$ cat config.mk
export PLATFORM = sky130hd
export DESIGN_NAME = litedram_axi_tester
export DESIGN_NICKNAME = d
export VERILOG_FILES = /design/src/rtl/litedram_axi_pkg.sv /design/src/rtl/litedram_axi_pattern.sv /design/src/rtl/litedram_axi_tester.sv
export SDC_FILE = /design/constraint.sdc
export NUM_CORES = 1
export LEC_CHECK = 0
export CAP_MARGIN = 10
export CORE_MARGIN = 8
export CORE_UTILIZATION = 45
export CTS_BUF_LIST = sky130_fd_sc_hd__clkbuf_8
export DETAILED_ROUTE_END_ITERATION = 10
export GPL_TIMING_DRIVEN = 0
export PLACE_DENSITY = 0.85
export REMOVE_ABC_BUFFERS = 1
export SLEW_MARGIN = 10
export SYNTH_ARGS = -nofsm -noshare
export SYNTH_HDL_FRONTEND = slang
export SYNTH_SLANG_ARGS = --single-unit
$ cat constraint.sdc
create_clock -name user_clk -period 10.2 [get_ports user_clk]
set_input_delay 2.04 -clock user_clk [delete_from_list [all_inputs] [get_ports user_clk]]
set_output_delay 2.04 -clock user_clk [all_outputs]
set_load 0.02 [all_outputs]
$ cat src/rtl/litedram_axi_pkg.sv
// Shared AXI encodings, FSM state type and address constants for the LiteDRAM AXI tester.
// Latency: n/a (declarations only).
// Backpressure: n/a.
package litedram_axi_pkg;

    localparam logic [1:0] AXI_BURST_INCR = 2'b01;
    localparam logic [1:0] AXI_RESP_OKAY  = 2'b00;
    localparam logic [3:0] AXI_SIZE_8B    = 4'd3;

    // 64-bit beats: byte address advances by 8 per beat.
    localparam int BEAT_SHIFT = 3;
    localparam int ADDR_W     = 27;
    localparam int DATA_W     = 64;

    typedef enum logic [2:0] {
        IDLE,
        WAIT_INIT,
        WR_AW,
        WR_W,
        WR_B,
        RD_AR,
        RD_R,
        DONE
    } state_e;

endpackage

$ cat src/rtl/litedram_axi_pattern.sv
// Address-derived test pattern: {~zero-extended addr, zero-extended addr}.
// Latency: combinational, zero cycles.
// Backpressure: none; pure function of addr_i.
//   addr_i : 27-bit beat byte address
//   data_o : 64-bit expected beat data
module litedram_axi_pattern
    import litedram_axi_pkg::*;
(
    input  logic [ADDR_W-1:0] addr_i,
    output logic [DATA_W-1:0] data_o
);

    logic [31:0] addr_ext;

    assign addr_ext = {5'b0, addr_i};
    assign data_o   = {~addr_ext, addr_ext};

endmodule

$ cat src/rtl/litedram_axi_tester.sv
// AXI4 traffic tester: writes an address pattern over a DDR region in INCR bursts, reads back and compares.
// Latency: valids assert the cycle after entering the owning state; one transaction outstanding at a time.
// Backpressure: AW/W/AR hold valid and payload until ready; B/R accepted unconditionally in their states.
//   user_clk/user_rst       : clock, async active-high reset
//   i_start/i_init_done     : pass start (level, IDLE/DONE only), calibration done
//   o_busy/o_done/o_pass    : status; o_pass meaningful while o_done
//   o_err_count/o_first_err_addr : saturating error count, address of first failing beat
//   o_aw*/o_w*/o_b*/o_ar*/o_r*   : AXI4 master, 64-bit data
module litedram_axi_tester
    import litedram_axi_pkg::*;
#(
    parameter int                ID_WIDTH   = 1,
    parameter logic [ADDR_W-1:0] BASE_ADDR  = 27'h0000000,
    parameter int                BURST_LEN  = 16,
    parameter int                NUM_BURSTS = 1024
) (
    input  logic                  user_clk,
    input  logic                  user_rst,
    input  logic                  i_start,
    input  logic                  i_init_done,
    output logic                  o_busy,
    output logic                  o_done,
    output logic                  o_pass,
    output logic [15:0]           o_err_count,
    output logic [ADDR_W-1:0]     o_first_err_addr,

    output logic [ID_WIDTH-1:0]   o_awid,
    output logic [ADDR_W-1:0]     o_awaddr,
    output logic [7:0]            o_awlen,
    output logic [3:0]            o_awsize,
    output logic [1:0]            o_awburst,
    output logic                  o_awvalid,
    input  logic                  i_awready,

    output logic [DATA_W-1:0]     o_wdata,
    output logic [7:0]            o_wstrb,
    output logic                  o_wlast,
    output logic                  o_wvalid,
    input  logic                  i_wready,

    input  logic [ID_WIDTH-1:0]   i_bid,
    input  logic [1:0]            i_bresp,
    input  logic                  i_bvalid,
    output logic                  o_bready,

    output logic [ID_WIDTH-1:0]   o_arid,
    output logic [ADDR_W-1:0]     o_araddr,
    output logic [7:0]            o_arlen,
    output logic [3:0]            o_arsize,
    output logic [1:0]            o_arburst,
    output logic                  o_arvalid,
    input  logic                  i_arready,

    input  logic [ID_WIDTH-1:0]   i_rid,
    input  logic [DATA_W-1:0]     i_rdata,
    input  logic [1:0]            i_rresp,
    input  logic                  i_rlast,
    input  logic                  i_rvalid,
    output logic                  o_rready
);

    state_e               state_q, state_d;
    logic [15:0]          burst_idx_q, burst_idx_d;
    // One bit wider than needed for 0..BURST_LEN-1 so the read side can park at
    // BURST_LEN while draining a burst that overran without rlast.
    logic [8:0]           beat_q, beat_d;
    logic [15:0]          err_q, err_d;
    logic [ADDR_W-1:0]    first_q, first_d;

    logic [ADDR_W-1:0]    burst_addr;
    logic [ADDR_W-1:0]    beat_addr;
    logic [DATA_W-1:0]    pat_data;
    logic                 last_beat;
    logic                 last_burst;
    logic                 in_burst;
    logic                 err_hit;
    logic [ADDR_W-1:0]    err_addr;

    // IDs on responses are deliberately ignored.
    logic                 unused_ids;
    assign unused_ids = ^{i_bid, i_rid};

    assign burst_addr = BASE_ADDR
                      + ((ADDR_W'(burst_idx_q) * ADDR_W'(BURST_LEN)) << BEAT_SHIFT);
    assign beat_addr  = burst_addr + (ADDR_W'(beat_q) << BEAT_SHIFT);
    assign last_beat  = (beat_q == 9'(BURST_LEN - 1));
    assign in_burst   = (beat_q < 9'(BURST_LEN));
    assign last_burst = (burst_idx_q == 16'(NUM_BURSTS - 1));

    // Only one of write-data generation and read compare is active at a time,
    // so a single pattern instance serves both.
    litedram_axi_pattern u_pattern (
        .addr_i (beat_addr),
        .data_o (pat_data)
    );

    always_ff @(posedge user_clk or posedge user_rst) begin
        if (user_rst) begin
            state_q     <= IDLE;
            burst_idx_q <= '0;
            beat_q      <= '0;
            err_q       <= '0;
            first_q     <= '0;
        end else begin
            state_q     <= state_d;
            burst_idx_q <= burst_idx_d;
            beat_q      <= beat_d;
            err_q       <= err_d;
            first_q     <= first_d;
        end
    end

    always_comb begin
        state_d     = state_q;
        burst_idx_d = burst_idx_q;
        beat_d      = beat_q;
        err_d       = err_q;
        first_d     = first_q;
        err_hit     = 1'b0;
        err_addr    = '0;

        case (state_q)
            IDLE, DONE: begin
                if (i_start) begin
                    err_d       = '0;
                    first_d     = '0;
                    burst_idx_d = '0;
                    beat_d      = '0;
                    state_d     = WAIT_INIT;
                end
            end
            WAIT_INIT: begin
                if (i_init_done) begin
                    state_d = WR_AW;
                end
            end
            WR_AW: begin
                if (i_awready) begin
                    beat_d  = '0;
                    state_d = WR_W;
                end
            end
            WR_W: begin
                if (i_wready) begin
                    beat_d = beat_q + 9'd1;
                    if (last_beat) begin
                        state_d = WR_B;
                    end
                end
            end
            WR_B: begin
                if (i_bvalid) begin
                    if (i_bresp != AXI_RESP_OKAY) begin
                        err_hit  = 1'b1;
                        err_addr = burst_addr;
                    end
                    if (last_burst) begin
                        burst_idx_d = '0;
                        state_d     = RD_AR;
                    end else begin
                        burst_idx_d = burst_idx_q + 16'd1;
                        state_d     = WR_AW;
                    end
                end
            end
            RD_AR: begin
                if (i_arready) begin
                    beat_d  = '0;
                    state_d = RD_R;
                end
            end
            RD_R: begin
                if (i_rvalid) begin
                    // Beats past the expected end are drained unchecked; the
                    // overrun was already logged on the last expected beat.
                    if (in_burst && ((i_rdata != pat_data) ||
                                     (i_rresp != AXI_RESP_OKAY) ||
                                     (i_rlast != last_beat))) begin
                        err_hit  = 1'b1;
                        err_addr = beat_addr;
                    end
                    if (i_rlast) begin
                        if (last_burst) begin
                            state_d = DONE;
                        end else begin
                            burst_idx_d = burst_idx_q + 16'd1;
                            state_d     = RD_AR;
                        end
                    end else if (in_burst) begin
                        beat_d = beat_q + 9'd1;
                    end
                end
            end
            default: state_d = IDLE;
        endcase

        if (err_hit) begin
            if (err_q == 16'd0) begin
                first_d = err_addr;
            end
            if (err_q != 16'hFFFF) begin
                err_d = err_q + 16'd1;
            end
        end
    end

    // Valids decode straight from the state register, so the async reset
    // drops them immediately.
    assign o_awvalid = (state_q == WR_AW);
    assign o_wvalid  = (state_q == WR_W);
    assign o_bready  = (state_q == WR_B);
    assign o_arvalid = (state_q == RD_AR);
    assign o_rready  = (state_q == RD_R);

    assign o_busy           = (state_q != IDLE) && (state_q != DONE);
    assign o_done           = (state_q == DONE);
    assign o_pass           = o_done && (err_q == 16'd0);
    assign o_err_count      = err_q;
    assign o_first_err_addr = first_q;

    assign o_awid    = '0;
    assign o_awaddr  = o_awvalid ? burst_addr : '0;
    assign o_awlen   = 8'(BURST_LEN - 1);
    assign o_awsize  = AXI_SIZE_8B;
    assign o_awburst = AXI_BURST_INCR;

    assign o_wdata = o_wvalid ? pat_data : '0;
    assign o_wstrb = 8'hFF;
    assign o_wlast = o_wvalid && last_beat;

    assign o_arid    = '0;
    assign o_araddr  = o_arvalid ? burst_addr : '0;
    assign o_arlen   = 8'(BURST_LEN - 1);
    assign o_arsize  = AXI_SIZE_8B;
    assign o_arburst = AXI_BURST_INCR;

endmodule
# ---- Yosys cells after proc, flatten, opt, wreduce, memory -nomap -nowiden
# Cells that the tools add are included.
dict set report op_classes {
  add_sub_neg 4
  multipliers 0
  n_div 0
  magnitude_cmp 1
  eq_ne 25
  shifts 0
  n_mux 48
  bitwise_logic 1
  n_reduce_logical 17
}
# cell n
set ops {}
lappend ops {{$mux 16} 10}
lappend ops {{$mux 27} 4}
lappend ops {{$mux 23} 4}
lappend ops {{$mux 64} 1}
lappend ops {{$ne 64x64->1} 1}
lappend ops {{$mux 9} 7}
lappend ops {{$mux 24} 2}
lappend ops {{$pmux 16 s3} 1}
lappend ops {{$pmux 24 s2} 1}
lappend ops {{$pmux 9 s5} 1}
lappend ops {{$add 16x1->16 const B} 2}
lappend ops {{$not 24->32} 1}
lappend ops {{$mux 3} 10}
lappend ops {{$add 23x12->24} 1}
lappend ops {{$pmux 3 s7} 1}
lappend ops {{$eq 16x10->1 const B} 1}
lappend ops {{$logic_not 16->1} 1}
lappend ops {{$ne 16x16->1 const B} 1}
lappend ops {{$ne 2x2->1 const B} 7}
lappend ops {{$eq 3x3->1 const B} 4}
lappend ops {{$ne 2x1->1 const B} 5}
lappend ops {{$add 9x1->9 const B} 1}
lappend ops {{$eq 9x4->1 const B} 1}
lappend ops {{$lt 9x5->1 const B} 1}
lappend ops {{other kinds (17)} 27}
dict set report word_totals {
  ff_bits 71
  latchBits 0
  ram_bits 0
  mem_bits_ro 0
  inputBits 80
  out_inout_bits 208
  elab_cells 101
  n_memories 0
}

# ---- Longest topological paths before layout
# Gate-level depths: netlist (run 1).
dict set report logic_depth {
  depth_word 11
  depth_mapped 16
  ltp_nobuf 13
}

# ---- By module
# Synthesis (run 1) repeated with hierarchy kept, for this count alone.
dict set report unflattened {
  cells_unflattened 817
  area_unflattened_um2 6485.0
}
# module n_inst cells_per_inst area_each_um2 seq_area_each_um2
set modules_own_cells {}
lappend modules_own_cells {litedram_axi_tester 1 751 6098.3 1776.7}
lappend modules_own_cells {litedram_axi_pattern 1 66 386.6 0.0}

# ---- Worst setup path before layout (run 1)
# Ideal clock, no wire load.
dict set report synth_path {
  path_type {input -> register}
  start {in i_rdata[46]}
  end {reg first_q[10] (netlist: o_first_err_addr[10])}
  setup_ns 0.066
  t_arrival_ns 4.547
  t_required_ns 10.134
  setup_slack_ns 5.587
  cell_stages 12
  path_buffers 3
  cell_sequence {or3b_2 > a211o_1 > a22oi_1 > o211ai_1 > or3_1 > o41ai_4 > and2_1 > buf_6 > o21a_4 > buf_6 > buf_6 > a22o_1}
}
dict set report synth_via {
  elab_chain_len 9
  elab_cells_between_ends 12
  cone_classes {eq/ne (1); mux (8); reduce/logical (3)}
}
# item line_no
set synth_lines {}
lappend synth_lines {{start: declaration} litedram_axi_tester.sv:55} ;# input logic [DATA_W-1:0] i_rdata,
lappend synth_lines {{$ne 64x64->1 (*)} litedram_axi_tester.sv:176} ;# if (in_burst && ((i_rdata != pat_data) ||
lappend synth_lines {{$logic_or 1x1->1 (*)} litedram_axi_tester.sv:176}
lappend synth_lines {{$logic_or 1x1->1 (*)} litedram_axi_tester.sv:177} ;# (i_rresp != AXI_RESP_OKAY) ||
lappend synth_lines {{$logic_and 1x1->1 (*)} litedram_axi_tester.sv:176}
lappend synth_lines {{$mux 24} litedram_axi_tester.sv:176}
lappend synth_lines {{$mux 24} litedram_axi_tester.sv:173} ;# if (i_rvalid) begin
lappend synth_lines {{$pmux 24 s2} litedram_axi_tester.sv:122} ;# case (state_q)
lappend synth_lines {{$mux 27} litedram_axi_tester.sv:198} ;# if (err_q == 16'd0) begin
lappend synth_lines {{$mux 27 (*)} litedram_axi_tester.sv:197} ;# if (err_hit) begin
lappend synth_lines {{via first_d[10]} litedram_axi_tester.sv:68} ;# logic [ADDR_W-1:0] first_q, first_d;
lappend synth_lines {{end signal: assignment} litedram_axi_tester.sv:109} ;# first_q <= first_d;
lappend synth_lines {{end: declaration} litedram_axi_tester.sv:68}
# Mark *: on every way through the listed nets, which the timed path passes. The rest lies on a longest branch.
# A chain may end at the register's enable or synchronous reset.

# ---- Worst setup path after layout (run 1)
dict set report layout_path {
  start {in i_rdata[61]}
  end {reg first_q[7] (netlist: o_first_err_addr[7])}
}
# The elaborated chain is that of the path after synthesis.

==> summary.txt, run 1 <==
Run status
  – Run status: completed

CTS
  – Clk slew on worst S/H paths: ~0.08 ns
  – CTS sink count: between 70 and 80
  – CTS tree: built
  – Htree depth: 3
  – CTS Hold Bufs: 0
  – Setup Buffers After CTS: 0
  – Later-pin clock latency in the skew report: 0.37 ns
  – CTS root buf: clkbuf_8
  – Longest Clk Path Bufs: 2
  – Post_cts resized: 0
  – Total CTS buffers: 9

Synthesis
  – Post-synth top area share: 0.268
  – Largest cells by area after synthesis: dfrtp_1 27%, buf_4 9.4%, nand2_1 4.3%
  – Most numerous cell in the Yosys netlist: buf_4
  – Yosys warning count: 0
  – Synth Register Bits: roughly 70
  – Dominant synthesized flop cell: dfrtp_1
  – Synth Cell Area: 0.00663 mm²
  – Post-synth ARST share: 1.00
  – Cells after synthesis: roughly 850
  – Post-synth top cells: 83 x buf_4, 76 x nand2_1, 76 x nor2_1, 71 x dfrtp_1, 51 x o21ai_0
  – Syn avg cell area: 7.79 µm²
  – Largest area contributor in the netlist: dfrtp_1
  – Post-synthesis sequential area ratio: 0.268
  – Post-synth EDFFs: 0
  – Post-synth cell types: 76

Pwr
  – Leak Pwr: approximately 3.7 nW
  – Worst vdd ir: roughly 0.086 mV
  – PD cells: around 150 mW/mm²
  – Power Total: 0.00132 W

Floorplan
  – Die area: 0.0189 mm²
  – Core area: 0.0145 mm²
  – Ports: 288
  – Initial core utilization: 0.458
  – Die H: around 140 µm
  – FP Rows: 44
  – Chip width: ~140 µm

Setup path
  – CP max FO: 27
  – Critical path arrival: between 5 and 6 ns
  – Critical Path Sink Type: flop
  – Setup crit start kind: input port
  – R2R cell count: 10
  – Setup Crit Path Kind: in -> reg
  – Crit path required time: about 11 ns

Global route
  – Largest net degree at the start of global routing: 50
  – First-pass GRT wire length: ~35000 µm
  – GRT Util Overall: 0.235
  – Remaining global-route overflow: 0
  – Vias in the first global route: around 6500
  – Initial antenna violation count: 0

Detailed routing
  – Via count: between 6000 and 7000
  – Routed wl met3: around 2200 µm
  – Met1 WL: 9090 µm
  – Top routing layer in use: met4
  – Drt total wl: roughly 23000 µm
  – Post-DRT Antenna Nets: 0
  – Drt pass-1 iters: 5
  – Initial DRC Count: between 700 and 800
  – DR WL met2: 11100 µm
  – DRC Markers: 0
  – Routed len/inst: 19.2 µm
  – Vias per cell: roughly 5.7

Placement
  – Port bufs: ~210
  – DP Wirelength: 18000 µm
  – GP Congestion: approximately 0.89
  – Placed Area: 0.00846 mm²

STA
  – # setup viols final: 0
  – Final min period: between 5 and 6 ns
  – Setup TNS: 0 ns
  – Maximum clock rate: 176 MHz
  – Hold_ws: 0.479 ns
  – Relative slew slack: 0.179
  – Fin. Hold Viols: 0
  – Period Utilization, post-route: 0.558
  – RSZ-0062 raised after global routing: false
  – Count of pins over their slew limit: 0
  – Slew @ Worst Pin: around 1.2 ns
  – Final worst clock skew: 0.0140 ns

Cells and area
  – Area grow syn2layout: 31.1%
  – Fin area: 0.00869 mm²
  – Fin nets: 1107
  – Antenna diodes: 0
  – Filler Cell Count: around 1300
  – Share of cells above drive strength 1: 0.0489
  – Final design utilization: 0.600

Hold path
  – Hold path depth: 1
  – Hold Crit Class: reg -> reg

Flow run
  – Max cap viols: 0
## metrics by stage
step	worst slack [ns]	cells
after floorplan	4.83	788
after global routing	4.25	1206
final	4.51	1206
after detailed placement	4.17	1188
after CTS	4.51	1204
after global placement	4.20	1186
## flip-flops by register name, indices dropped and copies added (netlist names)
name,flops
beat_q,9
burst_idx_q,16
o_err_count,16
o_first_err_addr,27
state_q,3
## layout by cell type (no fill, tap or decap), drive strengths merged, types with 9 or more instances in the layout
master         count
a21oi             28
a22o              15
and2              45
and3              42
clkbuf            12
clkdlybuf4s50    214
conb              71
dfrtp             71
ha                 9
inv               18
mux2i             13
nand2             78
nand2b            17
nand3             26
nand3b            11
nand4             13
nor2              77
nor2b             20
nor3              10
nor4              14
o21ai             54
o31ai             13
or3                9
xnor2             10
## kinds of logic after synthesis
group	after synthesis	share of synthesized area
AOI/OAI and AO/OA	190	0.202
xor gates and xnor gates	17	0.0225
adders and majority gates	10	0.0200
buffers and inverters	149	0.138
DFF	71	0.268
muxes	17	0.0281
other	2	0.00113
and+or+nand+nor	395	0.320
## where the power goes
part / leakage, nW / total, W / switching, W / internal (W)
logic: 2.63 / 0.000713 / 0.000434 / 0.000279
registers: 0.983 / 0.000354 / 0.0000553 / 0.000299
clock network: 0.109 / 0.000250 / 0.000116 / 0.000134
total: 3.72 / 0.00132 / 0.000605 / 0.000711
## critical path, stage by stage
cell and delay (ns):
clkdlybuf4s50_1 0.50, nand4_1 0.12, or4_1 0.50, nor4_1 0.39, nand4_1 0.14, nor4_1 0.26, nand3_1 0.17, o41ai_4 0.80
and2_1 0.42, o21a_4 0.40, a22o_1 0.22
## path summary, 6_finish.rpt
| kind | from | end | slack (ns) |
|---|---|---|---|
| max in group asynchronous | user_rst | beat_q[5] | 7.66 |
| setup reg to reg | burst_idx_q[5] | o_first_err_addr[7] | 5.26 |
| setup / recovery | i_rdata[61] | o_first_err_addr[7] | 4.51 |
| min in group asynchronous | user_rst | o_first_err_addr[26] | 1.99 |
| hold / removal | o_first_err_addr[16] | o_first_err_addr[16] | 0.48 |
| hold reg to reg | o_first_err_addr[16] | o_first_err_addr[16] | 0.48 |
## cell type report
cell class | instances | area, µm² | area share
Clock buffer | 12 | 165 | 0.0190
Inverter | 17 | 66.3 | 0.00763
Multi-Input combinational cell | 700 | 4210 | 0.484
Clock inverter | 4 | 51.3 | 0.00591
Sequential cell | 71 | 1780 | 0.205
Tap cell | 184 | 230 | 0.0265
Timing Repair Buffer | 218 | 2190 | 0.252
## layer usage
layer,global-route usage,vias up
li1,-,3231
met1,0.293,3237
met2,0.387,377
met3,0.0419,46
met4,0.106,0
met5,0,-
(Power assumes the default switching activity.)
==> run 2, diff against run 1 <==
- CORE_UTILIZATION: 45 -> 44
- PLACE_DENSITY: 0.85 -> 0.83
- clock period: 10.2 -> 5.7 ns (I/O delays scaled with it)
==> run 2 against run 1 <==
  * Non-clock buffer count is 2 lower
  * Total power is 82% higher
  * Clock skew is 0.0055 ns lower
  * Via count is 1.5% lower
  * Worst setup slack worse by 3.7 ns
  * Register-to-register slack worse by 4.5 ns
  * Count of clock-buffer cells in the layout is 2 lower
  * Design area is 0.27% higher
  * Critical path depth is 1 lower
  * Cell count is 0.17% higher
  * Core utilization is 1.8 points lower
  * Largest cell class unchanged
  * Largest power group unchanged
==> summary.txt, run 2 (synthesized netlist as in run 1, its figures left out) <==
Cells and area
  – Most common cell after layout, fill and taps aside: clkdlybuf4s50_1
  – Fin nets: approximately 1100
  – Area grow syn2layout: 31.5%
  – Largest register FFs: 27
  – Antenna diodes: 0
  – Filler Cell Count: 1355
  – Most frequent cells in the layout: 214 x clkdlybuf4s50_1, 76 x nand2_1, 76 x nor2_1
  – Share of cells above drive strength 1: 0.0471

Detailed routing
  – DRC Markers: 0
  – Initial DRC Count: approximately 580
  – Drt pass-1 iters: 5
  – Via count: a little under 7000
  – Post-DRT Antenna Nets: 0
  – Routed len/inst: around 19 µm
  – Drt total wl: between 20000 and 25000 µm
  – Vias per cell: 5.62

STA
  – RSZ-0062 raised after global routing: false
  – Relative slew slack: 0.226
  – Final min period: around 4.9 ns
  – Count of pins over their slew limit: 0
  – Setup TNS: 0 ns
  – Final worst clock skew: between 0.008 and 0.009 ns
  – Maximum clock rate: ~200 MHz
  – Fin. Hold Viols: 0
  – # setup viols final: 0
  – Slew @ Worst Pin: approximately 1.1 ns
  – Period Utilization, post-route: 0.865

Floorplan
  – Chip width: 139 µm
  – FP Rows: 45
  – Die area: between 0.015 and 0.02 mm²
  – Core area: about 0.015 mm²
  – Die H: ~140 µm
  – Initial core utilization: 0.442
  – Ports: around 290

CTS
  – Later-pin clock latency in the skew report: 0.36 ns
  – CTS sink count: ~70
  – CTS Hold Bufs: 0
  – Longest Clk Path Bufs: 2
  – CTS root buf: clkbuf_8
  – Htree depth: 3
  – CTS tree: built
  – Post_cts resized: 0
  – Total CTS buffers: 9
  – Setup Buffers After CTS: 0
  – Clk slew on worst S/H paths: about 0.07 ns

Flow run
  – Max cap viols: 0

Setup path
  – Setup crit start kind: flop
  – Setup Crit Path Kind: reg -> reg
  – CP max FO: 20
  – Crit path required time: 5.99 ns
  – Critical Path Sink Type: flop
  – Critical path arrival: about 5.2 ns

Global route
  – First-pass GRT wire length: between 30000 and 40000 µm
  – GRT Util Overall: 0.231
  – Remaining global-route overflow: 0
  – Largest net degree at the start of global routing: 45
  – Vias in the first global route: 6714
  – Initial antenna violation count: 0

Placement
  – DP Wirelength: around 18000 µm
  – GP Congestion: 0.919
  – Port bufs: ~210

Pwr
  – Leak Pwr: ~3.7 nW
  – Worst vdd ir: 0.166 mV
  – PD cells: around 280 mW/mm²
  – Power Total: about 0.0024 W

Hold path
  – Hold Crit Class: reg -> reg

Run status
  – Run status: completed
-- run 2: stage by stage --
step           std cells  hold WS (ns)  utilization  instance area, µm²  setup WS [ns]
2_1_floorplan        788         0.474            -                6040           1.23
3_3_place_gp        1190         0.461        0.562                8410          0.606
3_5_place_dp        1191         0.469        0.564                8450          0.602
4_1_cts             1207         0.491        0.581                8700          0.805
5_1_grt             1208         0.503        0.582                8710          0.495
6_report            1208         0.488        0.582                8710          0.769
-- run 2: final cells by class --
class                      count  area [µm²]  area share
multi-input combinational    700        4210       0.483
sequential                    71        1780       0.204
clock buffer                  10         138      0.0158
tap                          188         235      0.0270
inverter                      17        66.3     0.00761
timing repair buffer         216        2180       0.250
clock inverter                 6         109      0.0125
-- run 2: final timing paths --
path / slack, ns / depth (start not counted) / start / end
max: 0.77 / 10 / burst_idx_q[5] / o_err_count[0]
min: 0.49 / 1 / o_first_err_addr[13] / o_first_err_addr[13]
max reg2reg: 0.77 / 10 / burst_idx_q[5] / o_err_count[0]
min reg2reg: 0.49 / 1 / o_first_err_addr[13] / o_first_err_addr[13]
max in group asynchronous: 4.04 / 3 / user_rst / burst_idx_q[12]
min in group asynchronous: 1.12 / 2 / user_rst / o_first_err_addr[24]
-- run 2: per-layer routing --
| layer | global-route usage | up-vias | share of wire |
|---|---|---|---|
| met4 | 0.0711 | 0 | 0.023 |
| met5 | 0 | - | 0 |
| met2 | 0.389 | 341 | 0.47 |
| met1 | 0.284 | 3197 | 0.42 |
| li1 | - | 3216 | - |
| met3 | 0.0609 | 35 | 0.085 |
-- run 2: critical path: stages (launching register included) --
cell and delay (ns):
dfrtp_1 0.86, nand3_2 0.30, nor4_1 0.83, o211a_1 0.39, mux2i_1 0.14, nor4_1 0.33
nand3_1 0.19, o41ai_4 0.79, a21boi_2 0.39, nor2_2 0.40, mux2_2 0.23
-- run 2: report_power, final --
group / switching (W) / internal, W / total (W)
combinational: 0.000770 / 0.000496 / 0.00127
sequential: 0.0000984 / 0.000535 / 0.000633
clock: 0.000198 / 0.000301 / 0.000499
